**src/rtl/input_dma_controller_pkg.sv**
```systemverilog
// Shared types and constants for the input DMA controller: FSM encoding,
// default memory-map location and the word-count helper.
package input_dma_controller_pkg;

  typedef enum logic {
    IDLE = 1'b0,
    COPY = 1'b1
  } state_e;

  localparam int unsigned DEFAULT_BASE_ADDR = 7802;

  // Ceiling division: how many width-bit words hold count bits.
  function automatic int words_for(input int count, input int width);
    return (count + width - 1) / width;
  endfunction

endpackage

```
**src/rtl/input_dma_controller_debouncer.sv**
```systemverilog
// One input channel: 2-FF synchroniser, stability counter and an optional
// sticky press latch that is cleared when the controller takes a snapshot.
module input_debouncer #(
  parameter int DEBOUNCE_CYCLES = 4,
  parameter bit STICKY          = 1'b0
) (
  input  logic clk,
  input  logic reset,
  input  logic i_raw,
  input  logic i_clear,
  output logic o_report
);

  localparam int CNT_W = (DEBOUNCE_CYCLES > 1) ? $clog2(DEBOUNCE_CYCLES) : 1;
  localparam logic [CNT_W-1:0] CNT_LAST = CNT_W'(DEBOUNCE_CYCLES - 1);

  logic             r_sync1;
  logic             r_sync2;
  logic             r_level;
  logic [CNT_W-1:0] r_cnt;

  // The counter only runs while the synchronised value differs from the
  // debounced level, so any bounce back to the old level restarts it.
  // NOTE: sequential state uses non-blocking assignments so every flop
  // samples pre-edge values and the synchroniser really is two stages.
  always_ff @(posedge clk or negedge reset) begin
    if (!reset) begin
      r_sync1 <= 1'b0;
      r_sync2 <= 1'b0;
      r_level <= 1'b0;
      r_cnt   <= '0;
    end else begin
      r_sync1 <= i_raw;
      r_sync2 <= r_sync1;
      if (r_sync2 == r_level) begin
        r_cnt <= '0;
      end else if (r_cnt == CNT_LAST) begin
        r_level <= r_sync2;
        r_cnt   <= '0;
      end else begin
        r_cnt <= r_cnt + CNT_W'(1);
      end
    end
  end

  if (STICKY) begin : g_sticky
    logic r_latch;

    // A press seen in the snapshot cycle survives the clear.
    always_ff @(posedge clk or negedge reset) begin
      if (!reset) begin
        r_latch <= 1'b0;
      end else begin
        r_latch <= r_level | (r_latch & ~i_clear);
      end
    end

    assign o_report = r_level | r_latch;
  end else begin : g_plain
    logic w_unused_clear;
    assign w_unused_clear = i_clear;
    assign o_report       = r_level;
  end

endmodule

```
**src/rtl/input_dma_controller.sv**
```systemverilog
// Snapshots INPUT_COUNT debounced inputs on copy_start and streams them to
// the data-memory write port, one word per cycle, starting at BASE_ADDR.
module input_dma_controller
  import input_dma_controller_pkg::*;
#(
  parameter int INPUT_COUNT     = 6,
  parameter int BASE_ADDR       = DEFAULT_BASE_ADDR,
  parameter int ADDR_WIDTH      = 13,
  parameter int DATA_WIDTH      = 16,
  parameter bit PACKED          = 1'b0,
  parameter bit STICKY          = 1'b0,
  parameter int DEBOUNCE_CYCLES = 4
) (
  input  logic                   clk,
  input  logic                   reset,
  input  logic                   copy_start,
  input  logic [INPUT_COUNT-1:0] inputs_in,
  output logic                   mem_dout_we,
  output logic [ADDR_WIDTH-1:0]  mem_dout_addr,
  output logic [DATA_WIDTH-1:0]  mem_dout,
  output logic                   busy,
  output logic                   done
);

  localparam int WORDS = PACKED ? words_for(INPUT_COUNT, DATA_WIDTH) : INPUT_COUNT;
  localparam int IDX_W = (WORDS > 1) ? $clog2(WORDS) : 1;
  localparam logic [ADDR_WIDTH-1:0] BASE     = ADDR_WIDTH'(BASE_ADDR);
  localparam logic [IDX_W-1:0]      LAST_IDX = IDX_W'(WORDS - 1);

  state_e                  r_state;
  state_e                  w_state_next;
  logic [INPUT_COUNT-1:0]  r_snap;
  logic [INPUT_COUNT-1:0]  w_report;
  logic [ADDR_WIDTH-1:0]   r_addr;
  logic [IDX_W-1:0]        r_idx;
  logic                    r_done;
  logic                    w_accept;
  logic                    w_last;

  assign w_accept = (r_state == IDLE) && copy_start;
  assign w_last   = (r_state == COPY) && (r_idx == LAST_IDX);

  for (genvar g = 0; g < INPUT_COUNT; g++) begin : g_in
    input_debouncer #(
      .DEBOUNCE_CYCLES(DEBOUNCE_CYCLES),
      .STICKY         (STICKY)
    ) u_deb (
      .clk     (clk),
      .reset   (reset),
      .i_raw   (inputs_in[g]),
      .i_clear (w_accept),
      .o_report(w_report[g])
    );
  end

  always_ff @(posedge clk or negedge reset) begin
    if (!reset) begin
      r_state <= IDLE;
    end else begin
      r_state <= w_state_next;
    end
  end

  // NOTE: next state defaults to the current state before the case so that
  // no path leaves it unassigned and no latch is inferred.
  always_comb begin
    w_state_next = r_state;
    case (r_state)
      IDLE:    if (copy_start) w_state_next = COPY;
      COPY:    if (r_idx == LAST_IDX) w_state_next = IDLE;
      default: w_state_next = IDLE;
    endcase
  end

  // NOTE: the snapshot register is reset explicitly; it feeds mem_dout
  // outside COPY, which must never carry X.
  always_ff @(posedge clk or negedge reset) begin
    if (!reset) begin
      r_snap <= '0;
      r_addr <= BASE;
      r_idx  <= '0;
      r_done <= 1'b0;
    end else begin
      r_done <= w_last;
      if (w_accept) begin
        r_snap <= w_report;
        r_addr <= BASE;
        r_idx  <= '0;
      end else if ((r_state == COPY) && !w_last) begin
        r_addr <= r_addr + ADDR_WIDTH'(1);
        r_idx  <= r_idx + IDX_W'(1);
      end
    end
  end

  assign mem_dout_we   = (r_state == COPY);
  assign busy          = (r_state == COPY);
  assign done          = r_done;
  assign mem_dout_addr = r_addr;

  if (PACKED) begin : g_packed
    localparam int PAD_W = WORDS * DATA_WIDTH;
    logic [PAD_W-1:0] w_padded;
    // Bits above INPUT_COUNT in the last word read as zero.
    assign w_padded = PAD_W'(r_snap);
    assign mem_dout = w_padded[int'(r_idx)*DATA_WIDTH +: DATA_WIDTH];
  end else begin : g_unpacked
    assign mem_dout = {DATA_WIDTH{r_snap[r_idx]}};
  end

endmodule
```
**config.mk**
```make
export PLATFORM = sky130hd
export DESIGN_NAME = input_dma_controller
export DESIGN_NICKNAME = d
export VERILOG_FILES = /design/src/rtl/input_dma_controller_pkg.sv /design/src/rtl/input_dma_controller_debouncer.sv /design/src/rtl/input_dma_controller.sv
export SDC_FILE = /design/constraint.sdc
export NUM_CORES = 1
export LEC_CHECK = 0
export ABC_AREA = 1
export CELL_PAD_IN_SITES_DETAIL_PLACEMENT = 2
export CELL_PAD_IN_SITES_GLOBAL_PLACEMENT = 2
export CORE_ASPECT_RATIO = 0.9
export CORE_MARGIN = 2
export CORE_UTILIZATION = 36
export CTS_CLUSTER_DIAMETER = 50
export DETAILED_ROUTE_END_ITERATION = 8
export GPL_TIMING_DRIVEN = 0
export HOLD_SLACK_MARGIN = 0.12
export PLACE_DENSITY = 0.88
export SYNTH_ARGS = -nofsm -noshare
export SYNTH_HDL_FRONTEND = slang
export SYNTH_SLANG_ARGS = --single-unit
```
**constraint.sdc**
```tcl
create_clock -name clk -period 6.5 [get_ports clk]
set_input_delay 0.975 -clock clk [delete_from_list [all_inputs] [get_ports clk]]
set_output_delay 0.975 -clock clk [all_outputs]
set_load 0.02 [all_outputs]
```
After elaboration in Yosys (flattened, before gate mapping)
Cells that the tools add are included.
{"block": "classes", "add_sub_neg": 8, "order_cmp": 1, "n_eq_ne": 13, "muxes": 21, "bitwise_logic": 7, "n_reduce_logical": 11}
{"cell": "2-to-1 mux 13 bit", "n": 2}
{"cell": "2-to-1 mux 2 bit", "n": 12}
{"cell": "adder 13 x 1 -> 13 bit, second input constant", "n": 1}
{"cell": "adder 2 x 1 -> 2 bit, second input constant", "n": 6}
{"cell": "equality test 2 bit, second input constant", "n": 6}
{"cell": "AND reduction 2 bit", "n": 6}
{"cell": "inverter 1 bit", "n": 7}
{"cell": "equality test 1 bit", "n": 6}
{"cell": "2-to-1 mux 3 bit", "n": 2}
{"cell": "< comparator 3 x 4 -> 1 bit, second input constant", "n": 1}
{"cell": "adder 3 x 1 -> 3 bit, second input constant", "n": 1}
{"cell": "binary-select mux 1 bit (select 3 bit)", "n": 1}
{"cell": "equality test 3 bit, second input constant", "n": 1}
{"cell": "logical AND 1 bit", "n": 3}
{"cell": "2-to-1 mux 1 bit", "n": 3}
{"cell": "one-hot mux 1 bit (2 select lines)", "n": 1}
{"cell": "nonzero test 2 bit", "n": 1}
{"cell": "logical NOT 1 bit", "n": 1}
{"block": "word_totals", "regBits": 54, "input_bits": 9, "out_inout_bits": 32, "word_cells": 90}

Longest topological paths before layout
Gate-level depths: netlist of the first run.
{"block": "logic_depth", "word_depth": 6, "ltp_mapped": 8, "depth_no_buf": 8}

Cells and area by module
A second synthesis of the first run with hierarchy kept.
{"block": "hier_totals", "cells_unflattened": 263, "hier_area_um2": 2434.8}
{"module": "input_dma_controller", "n_inst": 1, "cells_per_inst": 161, "area_each_um2": 1338.8, "seq_area_each_um2": 611.8}
{"module": "input_debouncer", "n_inst": 6, "cells_per_inst": 17, "area_each_um2": 182.7, "seq_area_each_um2": 125.1}

Least setup slack after synthesis of the first run
Ideal clock, no wire load.
{"block": "synth_timing", "path_kind": "reg2out", "start": "register r_idx[0]", "end": "output mem_dout[10]", "arrival_ns": 2.279, "required_time_ns": 5.525, "path_slack_ns": 3.246, "stages_incl_launch_ff": 5, "n_path_buf": 1, "cell_sequence": "dfrtp_1 inv_1 nor2_1 o31ai_1 buf_4"}
{"block": "synth_between", "elab_chain_cells": 2}
{"item": "from (decl)", "line": "input_dma_controller.sv:35", "source": "logic [IDX_W-1:0] r_idx;"}
{"item": "from (signal assigned)", "line": "input_dma_controller.sv:91", "source": "r_idx <= r_idx + IDX_W'(1);"}
{"item": "binary-select mux 1 bit (select 3 bit)", "line": "input_dma_controller.sv:108", "source": "assign mem_dout = {DATA_WIDTH{r_snap[r_idx]}};"}
{"item": "2-to-1 mux 1 bit (not written as such)", "line": "input_dma_controller.sv:108"}
{"item": "to (decl)", "line": "input_dma_controller.sv:20", "source": "output logic [DATA_WIDTH-1:0] mem_dout,"}
Every way passes these cells. The select of a mux whose other input is x is not followed.

Final worst setup path of the first run
{"block": "layout_timing", "start": "register r_idx[0]", "end": "output mem_dout[4]"}
The elaborated chain is that of the path after synthesis.

==> metrics.yaml, run 1 <==
timing:
  fin_ws_ps: 3100
  min_period_over_period_pct: 52.2
  final_period_minus_worst_setup_slack_ps: 3400
  grt_setup_unrepaired: "no"
  slew_violations: 0
  setup_viol: 0
  hold_viol: 0
  skew_ps: 13.9
  relSlewSlack_pct: 65.2
  max_freq_ghz: 0.295
  worstMarginPinSlew_ps: 523
  tns_ps: 0
cts:
  cts_buffer_depth: 2
  cts_setup_buffers: 0
  cts.htree.levels: 2
  ctsResizeCount: 0
  cts_tree: "yes"
  cts.sinks: 54
  clkTransAtPathRegs_ps: 100
  cts_root_buffer: "clkbuf_8"
  cts_hold_buf: 0
  clk-insertion-delay-late_ps: 310
  cts_buffers: 5
logic_synthesis:
  yosysSeqAreaShare_pct: 56.0
  synth_edf_count: 0
  ys_ff_latch: 54
  yosys.area_share.simple_pct: 19.6
  synth_top_family_by_area: "simple AND/OR/NAND/NOR gates"
  yosysUniqueCellTypes: 31
  syn_area_um2: 2430
  synth_compound_area_share_pct: 6.12
  yosysWarningCount: 0
  synth_cells: 240
  synthMuxAreaShare_pct: 0
  synth_xor_area_share_pct: 2.88
  synth-async-reset-ratio_pct: 100
  synth_area_per_cell_um2: 10.1
  synth_top_area_cell: "dfrtp_1"
  synth_ff_type: "dfrtp_1"
  yosysTopAreaCellShare_pct: 46.2
  synth_area_leaders: "dfrtp_1 (46%), dfstp_2 (9.7%), nand2_1 (5.5%)"
  synth_nets: 258
  synth_adder_area_share_pct: 4.62
global_route:
  grt_pass1_vias: 2095
  grt_pass1_wl_mm: 10.6
  grt.total_usage_pct: 18.2
  antenna_found_initial: 0
  globalRouteOverflowTotal: 0
  grt_max_degree: 35
detailed_routing:
  drt_iter0_markers: 58
  vias: 1791
  dr.pass1.iters: 4
  viasPerCell: 4.71
  drtAntennaViolNets: 0
  drc: 0
  wl_per_cell_um: 16.1
  wirelength_mm: 6.10
power_and_ir_drop:
  clkPwrFrac_pct: 11.2
  swShare_pct: 42.5
  power_density_nw_per_um2: 571
  power_leakage_nw: 1.47
  combPwrFrac_pct: 57.3
  p_int_mw: 1.01
  switchingPower_uw: 745
  power.total_mw: 1.75
  seqPwrFrac_pct: 31.4
  peakVddDrop_mv: 0.163
placement:
  hpwlAfterDp_mm: 4.56
  place_ws_ps: 3470
  place_inst: 372
  routabilityCongestion: 0.726
  portBuffers: 40
setup_path:
  crit_chain: "inv_1, nor2_1, o31ai_2, buf_4, buf_4, clkdlybuf4s50_1"
  r2r_cells: 7
  slowest_delay_ps: 600
  r2r-end: "mem_dout_addr[3]"
  cp_max_fo: 14
  required_ps: 5520
  path_delay_family: "buffers and inverters"
  crit_arrival_ps: 2420
  crit_slowest_cell: "clkdlybuf4s50_1"
  critPathLaunchType: "flop"
  critical_path_class: "reg -> out"
  rrSetupSlack_ps: 4960
  rr_startpoint: "r_idx[0]"
  worstPathBufferInverterCount: 4
  end_kind: "output pin"
  cp_common_cell: "buf_4"
finish:
  layout_commonest_cell: "dfrtp_1"
  regArea_um2: 1360
  area_growth_pct: 26.1
  fillers: 695
  most-common-layout-cells: "dfrtp_1 (45), clkdlybuf4s50_1 (39), nand2_1 (36), inv_1 (27), nor2_1 (19)"
  final_nets: 307
  multi_input_area_um2: 815
  drive_above_1_share_pct: 20.3
  n_antenna_cell: 0
  fin_cells: 380
worst_hold_path:
  holdPathStages: 0
  whs_endpoint: "g_in[5].u_deb.r_sync2"
  hold_path_class: "reg -> reg"
  hp-start: "g_in[5].u_deb.r_sync1"
run_status:
  outcome: "completed"
floorplan:
  dieWidth_um: 90.7
  core_area_um2: 6550
  io_pins: 41
  dieArea_um2: 7440
  initial_core_util_pct: 37.2
  die_h_um: 82.0
  placementRows: 28
run:
  maxCapViolations: 0
[power groups by stage]
stage          combinational (mW)  clock [mW]  sequential [mW]
2_1_floorplan               0.597           0            0.560
3_3_place_gp                0.942           0            0.543
3_5_place_dp                 1.02           0            0.554
4_1_cts                      1.03       0.204            0.551
5_1_grt                      1.10       0.215            0.568
6_report                     1.00       0.197            0.551
[final cells by class]
| class | count | share of cell area, % |
|---|---|---|
| repair buffers | 42 | 13.8 |
| multi-input cells | 137 | 26.5 |
| clock inverters | 3 | 0.815 |
| well taps | 90 | 3.67 |
| clock buffers | 5 | 2.24 |
| inverters | 31 | 4.12 |
| flip-flops and latches | 54 | 44.4 |
| plain buffers | 18 | 4.44 |
[cells by family (layout without fill, tap and decap cells)]
group,Yosys count,in the layout
AOI/OAI and AO/OA,27,27
buffers and inverters,49,99
and+or+nand+nor,93,93
xor gates and xnor gates,8,8
adders and majority gates,9,9
DFF,54,54
[cell usage after synthesis, types with 2 or more instances]
| master | instances |
|---|---|
| o22ai_1 | 2 |
| o21ai_0 | 15 |
| buf_4 | 16 |
| ha_1 | 9 |
| inv_2 | 2 |
| nand2_4 | 2 |
| o21ai_1 | 3 |
| nand2_1 | 36 |
| dfstp_2 | 9 |
| nand2_2 | 5 |
| nand3_2 | 2 |
| nor2_1 | 19 |
| xnor2_1 | 8 |
| a21oi_1 | 4 |
| nand4_1 | 3 |
| inv_1 | 27 |
| dfrtp_1 | 45 |
| nand3_1 | 13 |
| nor2_4 | 3 |
| nor3_1 | 6 |
[sequential cells by signal (all words and copies together) (netlist names)]
register             flops
busy                     1
mem_dout_addr           13
g_in.u_deb.o_report      6
done                     1
g_in.u_deb.r_sync2       6
g_in.u_deb.r_sync1       6
g_in.u_deb.r_cnt        12
r_snap                   6
r_idx                    3
[worst max-delay path by stage]
stage / from / endpoint / slack (ps) / depth (start not counted)
2_1_floorplan: r_idx[0] / mem_dout[10] / 3250 / 4
3_3_place_gp: r_idx[0] / mem_dout[3] / 2590 / 5
3_5_place_dp: r_idx[0] / mem_dout[4] / 3470 / 6
4_1_cts: r_idx[0] / mem_dout[4] / 3080 / 6
5_1_grt: r_idx[0] / mem_dout[10] / 2980 / 9
6_report: r_idx[0] / mem_dout[4] / 3100 / 6
[through the flow]
| step | utilization [%] | cell area, µm² | hold WS [ps] |
|---|---|---|---|
| floorplan | - | 2430 | 331 |
| global placement | 45.0 | 2950 | 332 |
| detailed placement | 45.4 | 2980 | 336 |
| CTS | 46.8 | 3070 | 361 |
| global route | 46.8 | 3070 | 377 |
| finish | 46.8 | 3070 | 356 |
[metal layers]
layer  up-vias  track usage, %  part of all wire, %
met2        32            34.5                   55
met3         5            3.21                  2.7
li1        844               -                    -
met5         -               0                    0
met1       910            21.4                   42
met4         0            5.54                  1.2
Note: power is estimated with default switching activity, not from simulation.
==> inputs of run 2 (changes only) <==
CORE_UTILIZATION = 33   (was 36)
PLACE_DENSITY = 0.81   (was 0.88)
clock period = 3.5 ns   (was 6.5 ns; I/O delays follow)
==> run 2 against run 1 <==
Utilization fell by 3.7 points. Total power rose by 80%. Sequential power is 83% higher. Non-clock buffer count unchanged. Global-route usage down 3.3 points. Routed wire length down 13%. Die area increased by 8.7%. Sequential share of layout area grew 0.054 points. Clock power increased by 72%. Largest cell class unchanged. Highest routed layer unchanged.
==> metrics.yaml, run 2 (synthesis results as in run 1) <==
cts:
  cts_setup_buffers: 0
  cts_root_buffer: "clkbuf_8"
  cts.htree.levels: 2
  cts_hold_buf: 0
  cts.sinks: 54
  clkTransAtPathRegs_ps: 100
  ctsResizeCount: 0
  cts_tree: "yes"
  clk-insertion-delay-late_ps: 300
  cts_buffer_depth: 2
  cts_buffers: 5
global_route:
  use_met3_pct: 3.34
  grt_pass1_vias: 1960
  grt_pass1_wl_mm: 9.38
  antenna_found_initial: 0
  grtUsageMet1_pct: 19.4
  busiest_layer: "met2"
  met2_usage_pct: 25.0
  grt.total_usage_pct: 14.9
  grt_max_degree: 29
  globalRouteOverflowTotal: 0
finish:
  most-common-layout-cells: "dfrtp_1 (45), clkdlybuf4s50_1 (39), nand2_1 (36), inv_1 (27), nor2_1 (19)"
  final_nets: 307
  area_growth_pct: 25.9
  fin_cells: 383
  layout_commonest_cell: "dfrtp_1"
  largest_reg_flops: 13
  n_antenna_cell: 0
  design_area_um2: 3070
  fillers: 785
  drive_above_1_share_pct: 20.0
run:
  maxCapViolations: 0
timing:
  final_period_minus_worst_setup_slack_ps: 2840
  hold_viol: 0
  skew_ps: 14.2
  grt_setup_unrepaired: "no"
  worstMarginPinSlew_ps: 686
  max_freq_ghz: 0.352
  min_period_over_period_pct: 81.3
  setup_viol: 0
  tns_ps: 0
  hold_ws_ps: 254
  relSlewSlack_pct: 54.3
  slew_violations: 0
setup_path:
  path_delay_family: "buffers and inverters"
  crit_arrival_ps: 2320
  required_ps: 2970
  end_kind: "output pin"
  cp_common_cell: "buf_4"
  worstPathBufferInverterCount: 4
  crit_slowest_cell: "clkdlybuf4s50_1"
  crit_chain: "inv_1, nor2_1, o31ai_2, buf_4, buf_4, clkdlybuf4s50_1"
  critPathLaunchType: "flop"
  slowest_delay_ps: 600
  critical_path_class: "reg -> out"
  cp_max_fo: 15
detailed_routing:
  drt_iter0_markers: 71
  vias: 1771
  dr.pass1.iters: 4
  wl_per_cell_um: 13.8
  drc: 0
  drtAntennaViolNets: 0
  wirelength_mm: 5.29
  viasPerCell: 4.62
placement:
  hpwlAfterDp_mm: 4.04
  dpl_cell_area_um2: 2980
  place_inst: 375
  routabilityCongestion: 0.771
  portBuffers: 40
power_and_ir_drop:
  peakVddDrop_mv: 0.249
  power_density_nw_per_um2: 1030
  power_leakage_nw: 1.47
  power.total_mw: 3.16
floorplan:
  core_area_um2: 7110
  dieArea_um2: 8080
  placementRows: 29
  io_pins: 41
  dieWidth_um: 94.5
  die_h_um: 85.5
  initial_core_util_pct: 34.2
run_status:
  outcome: "completed"
worst_hold_path:
  hold_path_class: "in -> async"
## run 2: layer usage
layer	part of all wire, %	routed length, µm
met3	4.5	238
met1	45	2370
met2	49	2600
met4	1.4	75
met5	0	0
## run 2: worst register-to-register path: cells and delay by family, from the launching register on
kind,cells,cell delay (ps)
flip-flops,1,470
AND/OR/NAND/NOR,4,410
adder cells (fa/ha/maj),1,250
AO/OA/AOI/OAI,1,140
buffers and inverters,1,130
## run 2: layout make-up
class,instances,area [µm²],share of cell area (%)
multi-input combinational,137,815,26.6
buffer,18,136,4.45
timing repair buffer,42,423,13.8
clock inverter,2,13.8,0.449
sequential,54,1360,44.4
inverter,31,126,4.12
tap,93,116,3.80
clock buffer,6,72.6,2.37
## run 2: worst paths after layout
path	cells past startpoint	to	from	slack, ps
max	6	mem_dout[4]	r_idx[0]	660
min	1	r_idx[2]	reset	250
max reg2reg	7	mem_dout_addr[6]	r_idx[0]	2020
min reg2reg	0	g_in[2].u_deb.r_sync2	g_in[2].u_deb.r_sync1	360
max in group asynchronous	2	mem_dout_addr[3]	reset	2580
min in group clk	0	g_in[2].u_deb.r_sync2	g_in[2].u_deb.r_sync1	360
## run 2: through the flow
| step | utilization (%) | setup slack, ps |
|---|---|---|
| global route | 43.1 | 465 |
| floorplan | - | 696 |
| detailed placement | 41.9 | 979 |
| CTS | 43.1 | 603 |
| finish | 43.1 | 655 |
| global placement | 41.5 | 24.4 |
## run 2: report_power, final
group / internal, mW / leakage, nW / switching (mW) / total, mW
Clock: 0.142 / 0.0452 / 0.196 / 0.338
Combinational: 0.882 / 0.774 / 0.928 / 1.81
Sequential: 0.839 / 0.655 / 0.172 / 1.01
Total: 1.86 / 1.47 / 1.30 / 3.16
